### src/rtl/bf_sched.sv
// Butterfly scheduler for an in-place radix-2 transform of N = 2^LOGN points.
// Issues N/2 operand-pair reads per stage, tracks them through a
// RD_LAT+PE_LAT deep valid/address pipeline, and emits the matching
// write-backs. The next stage starts only after the last write-back of the
// current one, so reads never overtake pending writes.
// Optional feature: define BF_SCHED_CYCLE_CNT_EN to build the transform
// cycle counter on cyc_cnt; otherwise cyc_cnt is tied to zero.
module bf_sched #(
   parameter int LOGN   = 8,
   parameter int RD_LAT = 1,
   parameter int PE_LAT = 6
) (
   input  logic                      clk,
   input  logic                      rst,
   input  logic                      start,
   output logic                      busy,
   output logic                      done,
   output logic                      rd_en,
   output logic [LOGN-1:0]           rd_addr_u,
   output logic [LOGN-1:0]           rd_addr_v,
   output logic [LOGN-2:0]           tw_idx,
   output logic                      wr_en,
   output logic [LOGN-1:0]           wr_addr_u,
   output logic [LOGN-1:0]           wr_addr_v,
   output logic [$clog2(LOGN)-1:0]   stage,
   output logic [31:0]               cyc_cnt
);

   localparam int SW = $clog2(LOGN);
   localparam int JW = LOGN - 1;
   localparam int D  = RD_LAT + PE_LAT;
   // all pipeline slots except the output slot
   localparam logic [D-1:0] PEND_MASK = {D{1'b1}} >> 1;

   typedef enum logic [1:0] {IDLE, ISSUE, DRAIN, DONE} state_t;

   state_t          state_q, state_d;
   logic [JW-1:0]   j_q, j_d;
   logic [SW-1:0]   stage_q, stage_d;
   logic            busy_q, busy_d;
   logic            done_q, done_d;
   logic            rd_en_q, rd_en_d;
   logic [LOGN-1:0] rd_u_q, rd_u_d;
   logic [LOGN-1:0] rd_v_q, rd_v_d;
   logic [JW-1:0]   tw_q, tw_d;

   logic [D-1:0]    pv_q;
   logic [LOGN-1:0] pu_q [D];
   logic [LOGN-1:0] pw_q [D];
   logic            last_wr;

   // u operand address: group base (grp*2*span) plus offset inside the group
   function automatic logic [LOGN-1:0] addr_u(input logic [JW-1:0] j,
                                              input logic [SW-1:0] s);
      logic [LOGN-1:0] jx;
      logic [LOGN-1:0] mask;
      jx   = {1'b0, j};
      mask = (LOGN'(1) << s) - LOGN'(1);
      // two shifts instead of one by s+1: s+1 can overflow the SW-bit stage
      return (((jx >> s) << 1) << s) | (jx & mask);
   endfunction

   function automatic logic [JW-1:0] twiddle(input logic [JW-1:0] j,
                                             input logic [SW-1:0] s);
      logic [LOGN-1:0] jx;
      logic [LOGN-1:0] off;
      jx  = {1'b0, j};
      off = jx & ((LOGN'(1) << s) - LOGN'(1));
      return JW'(off << (SW'(LOGN - 1) - s));
   endfunction

   // stage finished: write-back slot valid and nothing else in flight
   always_comb begin
      last_wr = pv_q[D-1] & ~(|(pv_q & PEND_MASK)) & ~rd_en_q;
   end

   // next-state, counters and registered-output preparation
   always_comb begin
      state_d = state_q;
      j_d     = j_q;
      stage_d = stage_q;
      rd_u_d  = rd_u_q;
      rd_v_d  = rd_v_q;
      tw_d    = tw_q;
      case (state_q)
         IDLE: begin
            if (start) begin
               state_d = ISSUE;
               j_d     = '0;
               stage_d = '0;
            end
         end
         ISSUE: begin
            if (&j_q) begin
               state_d = DRAIN;
            end else begin
               j_d = j_q + JW'(1);
            end
         end
         DRAIN: begin
            if (last_wr) begin
               if (stage_q == SW'(LOGN - 1)) begin
                  state_d = DONE;
               end else begin
                  state_d = ISSUE;
                  j_d     = '0;
                  stage_d = stage_q + SW'(1);
               end
            end
         end
         DONE: begin
            state_d = IDLE;
         end
         default: begin
            state_d = IDLE;
         end
      endcase
      rd_en_d = (state_d == ISSUE);
      busy_d  = (state_d == ISSUE) || (state_d == DRAIN);
      done_d  = (state_d == DONE);
      if (rd_en_d) begin
         rd_u_d = addr_u(j_d, stage_d);
         rd_v_d = addr_u(j_d, stage_d) | (LOGN'(1) << stage_d);
         tw_d   = twiddle(j_d, stage_d);
      end
   end

   // control state and read-side output registers
   always_ff @(posedge clk) begin
      if (!rst) begin
         state_q <= IDLE;
         j_q     <= '0;
         stage_q <= '0;
         busy_q  <= 1'b0;
         done_q  <= 1'b0;
         rd_en_q <= 1'b0;
         rd_u_q  <= '0;
         rd_v_q  <= '0;
         tw_q    <= '0;
      end else begin
         state_q <= state_d;
         j_q     <= j_d;
         stage_q <= stage_d;
         busy_q  <= busy_d;
         done_q  <= done_d;
         rd_en_q <= rd_en_d;
         rd_u_q  <= rd_u_d;
         rd_v_q  <= rd_v_d;
         tw_q    <= tw_d;
      end
   end

   // read-to-write-back delay line; held read addresses flow through, so the
   // write addresses also hold while no write is valid
   always_ff @(posedge clk) begin
      if (!rst) begin
         pv_q <= '0;
         for (int unsigned k = 0; k < D; k++) begin
            pu_q[k] <= '0;
            pw_q[k] <= '0;
         end
      end else begin
         pv_q[0] <= rd_en_q;
         pu_q[0] <= rd_u_q;
         pw_q[0] <= rd_v_q;
         for (int unsigned k = 1; k < D; k++) begin
            pv_q[k] <= pv_q[k-1];
            pu_q[k] <= pu_q[k-1];
            pw_q[k] <= pw_q[k-1];
         end
      end
   end

   assign busy      = busy_q;
   assign done      = done_q;
   assign rd_en     = rd_en_q;
   assign rd_addr_u = rd_u_q;
   assign rd_addr_v = rd_v_q;
   assign tw_idx    = tw_q;
   assign wr_en     = pv_q[D-1];
   assign wr_addr_u = pu_q[D-1];
   assign wr_addr_v = pw_q[D-1];
   assign stage     = stage_q;

`ifdef BF_SCHED_CYCLE_CNT_EN
   logic [31:0] cnt_q, cnt_d;

   // cleared by an accepted start, counts busy cycles, holds afterwards
   always_comb begin
      cnt_d = cnt_q;
      if ((state_q == IDLE) && start) begin
         cnt_d = '0;
      end else if (busy_q) begin
         cnt_d = cnt_q + 32'd1;
      end
   end

   // cycle counter register
   always_ff @(posedge clk) begin
      if (!rst) begin
         cnt_q <= '0;
      end else begin
         cnt_q <= cnt_d;
      end
   end

   assign cyc_cnt = cnt_q;
`else
   assign cyc_cnt = '0;
`endif

endmodule

### config.mk
export PLATFORM = sky130hd
export DESIGN_NAME = bf_sched
export DESIGN_NICKNAME = d
export VERILOG_FILES = /design/src/rtl/bf_sched.sv
export SDC_FILE = /design/constraint.sdc
export NUM_CORES = 1
export LEC_CHECK = 0
export CORE_ASPECT_RATIO = 1.1
export CORE_MARGIN = 3
export CORE_UTILIZATION = 45
export CTS_CLUSTER_SIZE = 8
export DETAILED_ROUTE_END_ITERATION = 12
export GPL_TIMING_DRIVEN = 0
export PLACE_DENSITY = 0.66
export RECOVER_POWER = 25
export SLEW_MARGIN = 20
export SYNTH_ARGS = -nofsm -noshare
export SYNTH_HDL_FRONTEND = slang
export SYNTH_SLANG_ARGS = --single-unit
### constraint.sdc
create_clock -name clk -period 7.7 [get_ports clk]
set_input_delay 1.54 -clock clk [delete_from_list [all_inputs] [get_ports clk]]
set_output_delay 1.54 -clock clk [all_outputs]
set_load 0.01 [all_outputs]
==> results.md, run 1 <==
* Outcome: finished, final reports clean
* Sum Neg Setup Slack at 0 ns
* Leading post-synthesis cells by cell area: dfxtp_1, and2_1, buf_4, nor2_1, nand2_1
* Routability congestion estimate at 0.903
* Upper clock frequency limit at 232 MHz
* Clock transition at the register clock pins on the worst setup and hold paths after CTS at 0.06 ns
* Cells traversed along the worst timing path: dlygate4sd3_1, o21bai_1, and2_1, or3_1, buf_6, nor2_4, nand2_1, ha_1, buf_2, a31o_1, a31oi_1, a2bb2oi_1
* Pwr dens at 249 nW/µm²
* Period utilisation layout at 0.560
* Final Power at 1.77 mW
* Library cell with the highest instance count after synthesis: dfxtp_1
* Total buffers and inverters traversed by the critical path at 3
* Measured slew at the worst slew-check pin at 0.903 ns
* Yosys top cell by area: dfxtp_1
* Instance count of the mapped netlist at 555
* Max-Slew Margin vs Limit at 0.393
* Required time at the endpoint of the critical path at 7.98 ns
* Slowest library cell on the worst path: dlygate4sd3_1
* Warning count from the yosys run at 0
* Most used flip-flop cell after synthesis: dfxtp_1
* Post-DP HPWL at 8640 µm
* Initial core utilization at 0.468
* Shortest period the worst path allows at 4.31 ns
* Worst hold path class: reg -> reg
* Number of max-capacitance violations reported at 0
* Leftover overflow at the end of global routing at 0
* Crit Path Class: in -> reg
* Global-route usage over all layers at 0.176
* Horizontal extent of the die at 114 µm
* Source-to-sink clock delay at the later pin of the worst-skew pair at 0.41 ns
* Number of distinct library cells after synthesis at 71
* Routed wire length at 12100 µm
* Final design area excluding fillers at 7110 µm²
* Antenna viol nets, final at 0
* Antenna violations before repair at 0
* CP delay by family, top: buffers and inverters
* DIE AREA at 14100 µm²
* Total standard cell area after synthesis at 5730 µm²
* Maximum clock skew at final layout at 0.00608 ns
* Placeable core region at 12200 µm²
* ANT cells at 0
* Fraction of the yosys area taken by sequential cells at 0.549
* Clock buffer count from CTS at 17
* Number of top-level pins at 81
* Maximum number of pins on one net before global-route repair at 17
* Global-route wire length before repair at 19400 µm
* Post-CTS Setup Repair Bufs at 0
* Number of flops mapped to enable cells by yosys at 0
* Placed cell area at 6520 µm²
* Via density per instance at 4.84
* Synth Register Bits at 157
* Cts-stage hold buffer count at 0
* Number of DRC violations after detailed-routing iteration 0 at 235
* CTS Sinks at 157
* Worst setup SP type: primary input
* Average footprint of a synthesized cell at 10.3 µm²
* Largest driver fanout on the critical path at 10
* Cell row count at 42
* Resized cells post-CTS at 0
* Worst-case register-to-register setup slack at 4.40 ns
* CTS H-tree depth at 4
* Routed vias at 3969
* Length of the first detailed-routing pass in iterations at 5
* Number of nets at the end of the flow at 661
* VDD IR-drop max at 0.000205 V
* Arrival time of data at the critical path endpoint at 4.60 ns
* Number of cells in the design after placement at 788
* Root Buffer: clkbuf_16
* RSZ-0062 raised after global routing: no
* Number of port buffers at 48
* # DRC at 0
* Max clock buf depth at 2
* Most frequent cells after synthesis: dfxtp_1, and2_1, buf_4
* Pins over their slew limit at 0
* CTS tree: built
* Peak per-stage delay on the critical path at 0.65 ns
* Layout overhead on the synthesized area at 24.1%
* Die height at 124 µm
* Final worst hold slack at 0.428 ns
* Fraction of registers with async set or reset after synthesis at 0
* Number of global-route vias before repair at 3613
* Final hold vios at 0
* Number of setup violations in the final report at 0
* Leak at 2.90 nW
* Average wire per standard cell at 14.7 µm
* Type of destination of the critical path: flop
* Portion of synthesized cell area occupied by the leading cell type at 0.549
* Fraction of final layout cells with drive strength greater than 1 at 0.150
* Final standard cell count with taps included and fillers excluded at 820
-- layout by cell type, fill, tap and decap left out, types with 11 or more instances in the layout --
cell type,n
and2_0,15
buf_4,42
conb_1,32
and2_1,111
clkbuf_16,17
clkdlybuf4s50_1,46
nand3_1,13
nand2_1,25
dfxtp_1,157
clkbuf_1,20
o21ai_0,12
a31oi_1,11
a21oi_1,16
nor2_1,26
-- metal layers --
metal | vias up | wire length [µm] | share of wire | GRT usage
li1 | 1991 | - | - | -
met2 | 133 | 5760 | 0.48 | 0.281
met1 | 1827 | 5340 | 0.44 | 0.222
met4 | 0 | 280 | 0.023 | 0.0622
met3 | 18 | 689 | 0.057 | 0.0588
met5 | - | 0 | 0 | 0
-- worst reg2reg max path: stages (launching register included) --
cell       delay, ns
dfxtp_1         0.38
nor4b_4         0.49
a31oi_1         0.24
or3_1           0.43
buf_6           0.17
nor2_4          0.16
nand2_1         0.13
ha_1            0.27
buf_2           0.20
a31o_1          0.19
a31oi_1         0.37
a2bb2oi_1       0.14
-- sequential cells by signal, indices dropped and copies added (netlist names), 3 cells and up --
register,flops
j_q,7
pu_q,56
pv_q,7
pw_q,56
rd_addr_u,8
rd_addr_v,8
stage,3
tw_idx,7
-- layout make-up --
| class | count | area, µm² |
|---|---|---|
| fill | 1043 | 5140 |
| sequential | 157 | 3140 |
| multi-input combinational | 353 | 2210 |
| timing repair buffer | 48 | 480 |
| clock buffer | 21 | 460 |
| buffer | 68 | 457 |
| tap | 154 | 193 |
| clock inverter | 11 | 131 |
| inverter | 8 | 30.0 |
-- metrics by stage --
| step | worst slack [ns] | util |
|---|---|---|
| floorplan | 4.12 | - |
| global placement | 3.08 | 0.532 |
| detailed placement | 3.05 | 0.532 |
| CTS | 3.48 | 0.581 |
| global route | 3.30 | 0.581 |
| finish | 3.39 | 0.581 |
-- worst paths after layout --
kind | startpoint | endpoint | cells past startpoint
worst max-delay path | start | rd_addr_v[4] | 12
worst min register to register | pw_q[3][2] | pw_q[4][2] | 1
worst max register to register | rd_en | rd_addr_v[4] | 11
worst min-delay path | pw_q[3][2] | pw_q[4][2] | 1
-- report_power, final --
group	leakage, nW	total [mW]	switching [mW]	internal (mW)
Clock	0.286	0.828	0.329	0.499
Sequential	1.27	0.841	0.00990	0.831
Combinational	1.35	0.103	0.0582	0.0451
Total	2.90	1.77	0.397	1.38
-- cells by family (layout without fill, tap and decap cells) --
logic type	count (synthesis)	count (layout)	share of synthesized area
DFF	157	157	0.549
xor gates and xnor gates	1	1	0.00153
buffers and inverters	76	156	0.0850
AOI/OAI and AO/OA	83	83	0.107
other	1	32	0.000655
adders and majority gates	5	5	0.0109
muxes	1	1	0.00175
and+or+nand+nor	231	231	0.244
(Power assumes the default switching activity.)
==> inputs of run 2 (changes only) <==
--- a/config.mk
+++ b/config.mk
@@ -11,7 +11,7 @@
 export CTS_CLUSTER_SIZE = 8
 export DETAILED_ROUTE_END_ITERATION = 12
 export GPL_TIMING_DRIVEN = 0
-export PLACE_DENSITY = 0.66
+export PLACE_DENSITY = 0.68
 export RECOVER_POWER = 25
 export SLEW_MARGIN = 20
 export SYNTH_ARGS = -nofsm -noshare
==> constraint.sdc (replaced) <==
create_clock -name clk -period 3.8 [get_ports clk]
set_input_delay 0.76 -clock clk [delete_from_list [all_inputs] [get_ports clk]]
set_output_delay 0.76 -clock clk [all_outputs]
set_load 0.01 [all_outputs]
==> run 2 against run 1 <==
Critical path depth stayed put. Critical endpoint is now rd_addr_v[6]. Sequential power is 100% higher. Non-clock buffer count stayed put. Die area stayed put. Sequential cell count stayed put. Highest routed layer unchanged. Count of clock-buffer cells in the layout stayed put. Power is 110% higher.
==> results.md, run 2 (synthesis gave the netlist of run 1 again) <==
* Initial core utilization at 0.468
* Internal Pwr Total at 2.92 mW
* Regs by FF count: pu_q (56), pw_q (56)
* Period utilisation layout at 0.902
* Antenna violations before repair at 0
* Number of nets at the end of the flow at 661
* Fraction of final layout cells with drive strength greater than 1 at 0.150
* Uppermost metal layer occupied by signal nets: met4
* Global-route wire length before repair at 19600 µm
* Number of global-route vias before repair at 3804
* Largest driver fanout on the critical path at 10
* Worst hold path class: reg -> reg
* Share of the core filled with cells at 0.584
* Post-DP HPWL at 8470 µm
* Clock transition at the register clock pins on the worst setup and hold paths after CTS at 0.06 ns
* Leak at 2.91 nW
* Cell row count at 42
* Switching share of power at 0.208
* Maximum number of pins on one net before global-route repair at 17
* Shortest period the worst path allows at 3.43 ns
* Placeable core region at 12200 µm²
* Terminus of the critical flop-to-flop path: rd_addr_v[6]
* Outcome: finished, final reports clean
* Source-to-sink clock delay at the later pin of the worst-skew pair at 0.41 ns
* Pins over their slew limit at 0
* Number of top-level pins at 81
* Antenna viol nets, final at 0
* Number of cells traversed by the worst register-to-register path at 11
* Upper clock frequency limit at 292 MHz
* Resized cells post-CTS at 0
* Root Buffer: clkbuf_16
* Routability congestion estimate at 0.869
* Net Switching at 0.769 mW
* Crit Path Class: in -> reg
* CTS tree: built
* DIE AREA at 14100 µm²
* Met2 routed WL at 6040 µm
* Commonest cells after routing, fill and taps aside: dfxtp_1, and2_1, clkdlybuf4s50_1, buf_4, conb_1
* Worst setup slack after placement at -0.0167 ns
* Required time at the endpoint of the critical path at 4.09 ns
* Layout overhead on the synthesized area at 24.8%
* CTS Sinks at 157
* Slack of the critical path at 0.373 ns
* Max clock buf depth at 2
* Clock group share of total power at 0.482
* Pwr dens at 516 nW/µm²
* Average wire per standard cell at 14.6 µm
* Crit Reg-Reg Startpoint: rd_en
* # DRC at 0
* Met3 layer wire length in the routed design at 597 µm
* Worst Setup SP: start
* Final worst hold slack at 0.429 ns
* CTS H-tree depth at 4
* Comb pwr share at 0.056
* Post-CTS Setup Repair Bufs at 0
* Critical path capture point: rd_addr_v[6]
* Leading cell type in the layout, fill and taps excluded: dfxtp_1
* Type of destination of the critical path: flop
* Die height at 124 µm
* Horizontal extent of the die at 114 µm
* Maximum clock skew at final layout at 0.00660 ns
* Number of port buffers at 48
* ANT cells at 0
* M1 WL at 5140 µm
* Routed wire length at 11900 µm
* Sequential group share of total power at 0.462
* Length of the first detailed-routing pass in iterations at 5
* Max-Slew Margin vs Limit at 0.248
* Via density per instance at 4.87
* Clock buffer count from CTS at 17
* Number of max-capacitance violations reported at 0
* Measured slew at the worst slew-check pin at 1.12 ns
* Worst-case register-to-register setup slack at 0.63 ns
* Routed vias at 3988
* Number of DRC violations after detailed-routing iteration 0 at 214
* Final hold vios at 0
* Arrival time of data at the critical path endpoint at 3.72 ns
* VDD IR-drop max at 0.000311 V
* RSZ-0062 raised after global routing: no
* Global-route usage over all layers at 0.177
* Number of setup violations in the final report at 0
* Worst setup SP type: primary input
* Leftover overflow at the end of global routing at 0
* Cts-stage hold buffer count at 0
run 2: worst min-delay path by stage:
stage / cells after the start / startpoint / slack (ns) / endpoint
final: 1 / pu_q[0][0] / 0.43 / pu_q[0][8]
after global routing: 1 / pu_q[0][32] / 0.44 / pu_q[0][40]
after CTS: 1 / pu_q[0][13] / 0.43 / pu_q[0][21]
after detailed placement: 1 / pu_q[0][10] / 0.42 / pu_q[0][18]
after global placement: 1 / pu_q[0][35] / 0.41 / pu_q[0][43]
after floorplan: 1 / pu_q[0][2] / 0.41 / pu_q[0][10]
run 2: final cells by class:
| class | count | area (µm²) |
|---|---|---|
| clock buffer | 21 | 470 |
| timing repair buffer | 48 | 480 |
| buffer | 68 | 457 |
| inverter | 8 | 30.0 |
| fill | 1061 | 5090 |
| tap | 154 | 193 |
| multi-input combinational | 353 | 2210 |
| clock inverter | 10 | 163 |
| sequential | 157 | 3140 |
run 2: worst max-delay path, cell delays in order:
cell	delay, ns
clkdlybuf4s50_1	0.59
o21bai_1	0.16
and2_1	0.22
or3_1	0.45
buf_6	0.18
nor2_4	0.14
nand2_1	0.14
ha_1	0.27
buf_2	0.20
a21o_1	0.18
a31oi_1	0.29
a2bb2oi_1	0.12
run 2: through the flow:
| stage | instances | total power, mW | TNS [ns] | instance area (µm²) |
|---|---|---|---|---|
| after detailed placement | 788 | 1.95 | -0.0167 | 6520 |
| after global routing | 819 | 3.83 | 0 | 7150 |
| final | 819 | 3.69 | 0 | 7150 |
| after CTS | 819 | 3.74 | 0 | 7150 |
| after global placement | 788 | 1.95 | -0.0848 | 6520 |
| after floorplan | 586 | 1.87 | 0 | 5840 |
run 2: power by group through the flow:
stage / Combinational (mW) / Clock, mW / Sequential (mW)
floorplan: 0.128 / 0 / 1.74
global placement: 0.206 / 0 / 1.74
detailed placement: 0.206 / 0 / 1.74
CTS: 0.208 / 1.82 / 1.71
global route: 0.228 / 1.89 / 1.71
finish: 0.206 / 1.78 / 1.71
run 2: layer usage:
metal,track usage,vias to the layer above
met5,0,-
met4,0.0636,0
met3,0.0569,19
met2,0.293,115
met1,0.216,1858
li1,-,1996
==> inputs of run 3 (changes only) <==
--- a/config.mk
+++ b/config.mk
@@ -6,7 +6,7 @@
 export NUM_CORES = 1
 export LEC_CHECK = 0
 export CORE_ASPECT_RATIO = 1.1
-export CORE_MARGIN = 3
+export CORE_MARGIN = 1
 export CORE_UTILIZATION = 45
 export CTS_CLUSTER_SIZE = 8
 export DETAILED_ROUTE_END_ITERATION = 12
==> run 3 against run 2 <==
Die area decreased by 6.6%. Count of clock-buffer cells in the layout fell by 1. Via count decreased by 0.70%. Design area fell by 0.49%. Global-route usage increased by 1.2 points. Highest routed layer unchanged. Sequential cell count did not move. Clock power fell by 5%. Cell count is 0.12% lower. Register-to-register slack got worse by 0.02 ns. Setup slack improved by 0.023 ns.
==> results.md, run 3 (synthesis gave the netlist of run 1 again) <==
* Outcome: finished, final reports clean
* Commonest cells after routing, fill and taps aside: dfxtp_1, and2_1, clkdlybuf4s50_1, buf_4, conb_1
* Number of port buffers at 48
* Slowest library cell on the worst path: clkdlybuf4s50_1
* Number of setup violations in the final report at 0
* # DRC at 0
* Clock group share of total power at 0.469
* Number of fill cells at 1089
* Initial core utilization at 0.468
* Final Power at 3.60 mW
* Global-route usage over all layers at 0.189
* Number of global-route vias before repair at 3661
* Crit Reg-Reg Startpoint: rd_en
* Terminus of the critical flop-to-flop path: rd_addr_v[6]
* Length of the first detailed-routing pass in iterations at 5
* Clock transition at the register clock pins on the worst setup and hold paths after CTS at 0.06 ns
* Largest driver fanout on the critical path at 10
* Number of DRC violations after detailed-routing iteration 0 at 184
* Critical hold path startpoint: pw_q[0][5]
* Final design area excluding fillers at 7110 µm²
* Root Buffer: clkbuf_16
* Maximum clock skew at final layout at 0.00440 ns
* Crit Path Class: in -> reg
* Placeable core region at 12200 µm²
* Die height at 120 µm
* Worst setup SP type: primary input
* Cts-stage hold buffer count at 0
* Internal Pwr Total at 2.84 mW
* Number of nets at the end of the flow at 661
* Worst setup slack after placement at -0.0193 ns
* DIE AREA at 13200 µm²
* Type of destination of the critical path: flop
* CTS H-tree depth at 4
* Peak per-stage delay on the critical path at 0.58 ns
* CTS tree: built
* Shortest period the worst path allows at 3.40 ns
* Pwr dens at 506 nW/µm²
* Post-CTS Setup Repair Bufs at 0
* Min-Delay Endpoint: pw_q[1][5]
* RSZ-0062 raised after global routing: no
* Worst-case register-to-register setup slack at 0.61 ns
* Final standard cell count with taps included and fillers excluded at 818
* ANT cells at 0
* Clock buffer count from CTS at 17
* Leak at 2.90 nW
* Cell row count at 42
* Required time at the endpoint of the critical path at 4.09 ns
* Upper clock frequency limit at 294 MHz
* Number of cells in the design after placement at 788
* Arrival time of data at the critical path endpoint at 3.70 ns
* Average wire per standard cell at 14.1 µm
* Source-to-sink clock delay at the later pin of the worst-skew pair at 0.41 ns
* Horizontal extent of the die at 110 µm
* Resized cells post-CTS at 0
* Maximum number of pins on one net before global-route repair at 17
* Antenna violations before repair at 0
* Net Switching at 0.764 mW
* Number of max-capacitance violations reported at 0
* Number of cells traversed by the worst register-to-register path at 11
* Leftover overflow at the end of global routing at 0
* Fraction of final layout cells with drive strength greater than 1 at 0.149
* Routability congestion estimate at 0.882
* Layout overhead on the synthesized area at 24.2%
* Global-route wire length before repair at 18500 µm
* Cells on Worst Hold Path at 1
* Period utilisation layout at 0.896
* Max clock buf depth at 2
* Leading cell type in the layout, fill and taps excluded: dfxtp_1
* CTS Sinks at 157
* Routed vias at 3960
* VDD IR-drop max at 0.000304 V
* Comb pwr share at 0.057
* Switching share of power at 0.212
* Via density per instance at 4.84
* Final hold vios at 0
* Worst hold path class: reg -> reg
* Cells traversed along the worst timing path: clkdlybuf4s50_1, o21bai_1, and2_1, or3_1, buf_6, nor2_4, nand2_1, ha_1, buf_2, a21o_1, a31oi_1, a2bb2oi_1
* Number of top-level pins at 81
* Pins over their slew limit at 0
* Routed wire length at 11500 µm
* Max-Slew Margin vs Limit at 0.281
* Post-DP HPWL at 8280 µm
* Antenna viol nets, final at 0
* Placed cell area at 6520 µm²
* Measured slew at the worst slew-check pin at 1.07 ns
* Slack of the critical path at 0.395 ns
* Regs by FF count: pu_q (56), pw_q (56)
* Sequential group share of total power at 0.474
run 3: cell count changes in the layout (fill, tap and decap cells not counted), sizes merged:
| cell | change |
|---|---|
| clkbuf | -1 |
| bufinv | -1 |
| clkinv | +1 |
run 3: worst max path at each step:
stage          startpoint      endpoint  slack (ns)  cells after the start
2_1_floorplan       start     tw_idx[6]         1.0                     11
3_3_place_gp        start  rd_addr_v[6]      -0.009                     12
3_5_place_dp        start  rd_addr_v[6]       -0.02                     12
4_1_cts             start  rd_addr_v[6]        0.42                     12
5_1_grt             start  rd_addr_v[6]        0.19                     12
6_report            start  rd_addr_v[6]        0.40                     12
run 3: power by group through the flow:
stage / Clock, mW / Combinational (mW) / Sequential, mW
4_1_cts: 1.73 / 0.208 / 1.70
3_3_place_gp: 0 / 0.206 / 1.74
5_1_grt: 1.79 / 0.229 / 1.71
2_1_floorplan: 0 / 0.128 / 1.74
6_report: 1.69 / 0.206 / 1.70
3_5_place_dp: 0 / 0.206 / 1.74
run 3: area by class of cell:
type                    count  area, µm²  area share
flip-flops and latches    157       3140       0.442
inverters                   8       30.0     0.00422
well taps                 154        193      0.0271
clock buffers              20        457      0.0642
multi-input cells         353       2210       0.311
plain buffers              68        457      0.0642
repair buffers             48        480      0.0675
clock inverters            10        141      0.0199
run 3: per-layer routing:
layer,share of wire,vias up,GRT usage,wire (µm)
li1,-,1995,-,-
met1,0.42,1802,0.222,4850
met2,0.48,129,0.303,5570
met3,0.055,34,0.0512,634
met4,0.042,0,0.117,485
met5,0,-,0,0
run 3: critical path, delay by kind of cell:
| family | cells | cell delay (ns) |
|---|---|---|
| simple gates | 4 | 0.97 |
| buf+inv | 3 | 0.97 |
| compound gates | 4 | 0.73 |
| fa+ha+maj | 1 | 0.28 |
run 3: metrics by stage:
step / TNS [ns] / utilization / hold WS [ns]
finish: 0 / 0.581 / 0.428
global route: 0 / 0.581 / 0.440
CTS: 0 / 0.581 / 0.431
detailed placement: -0.0236 / 0.532 / 0.418
global placement: -0.00902 / 0.532 / 0.413
floorplan: 0 / - / 0.412
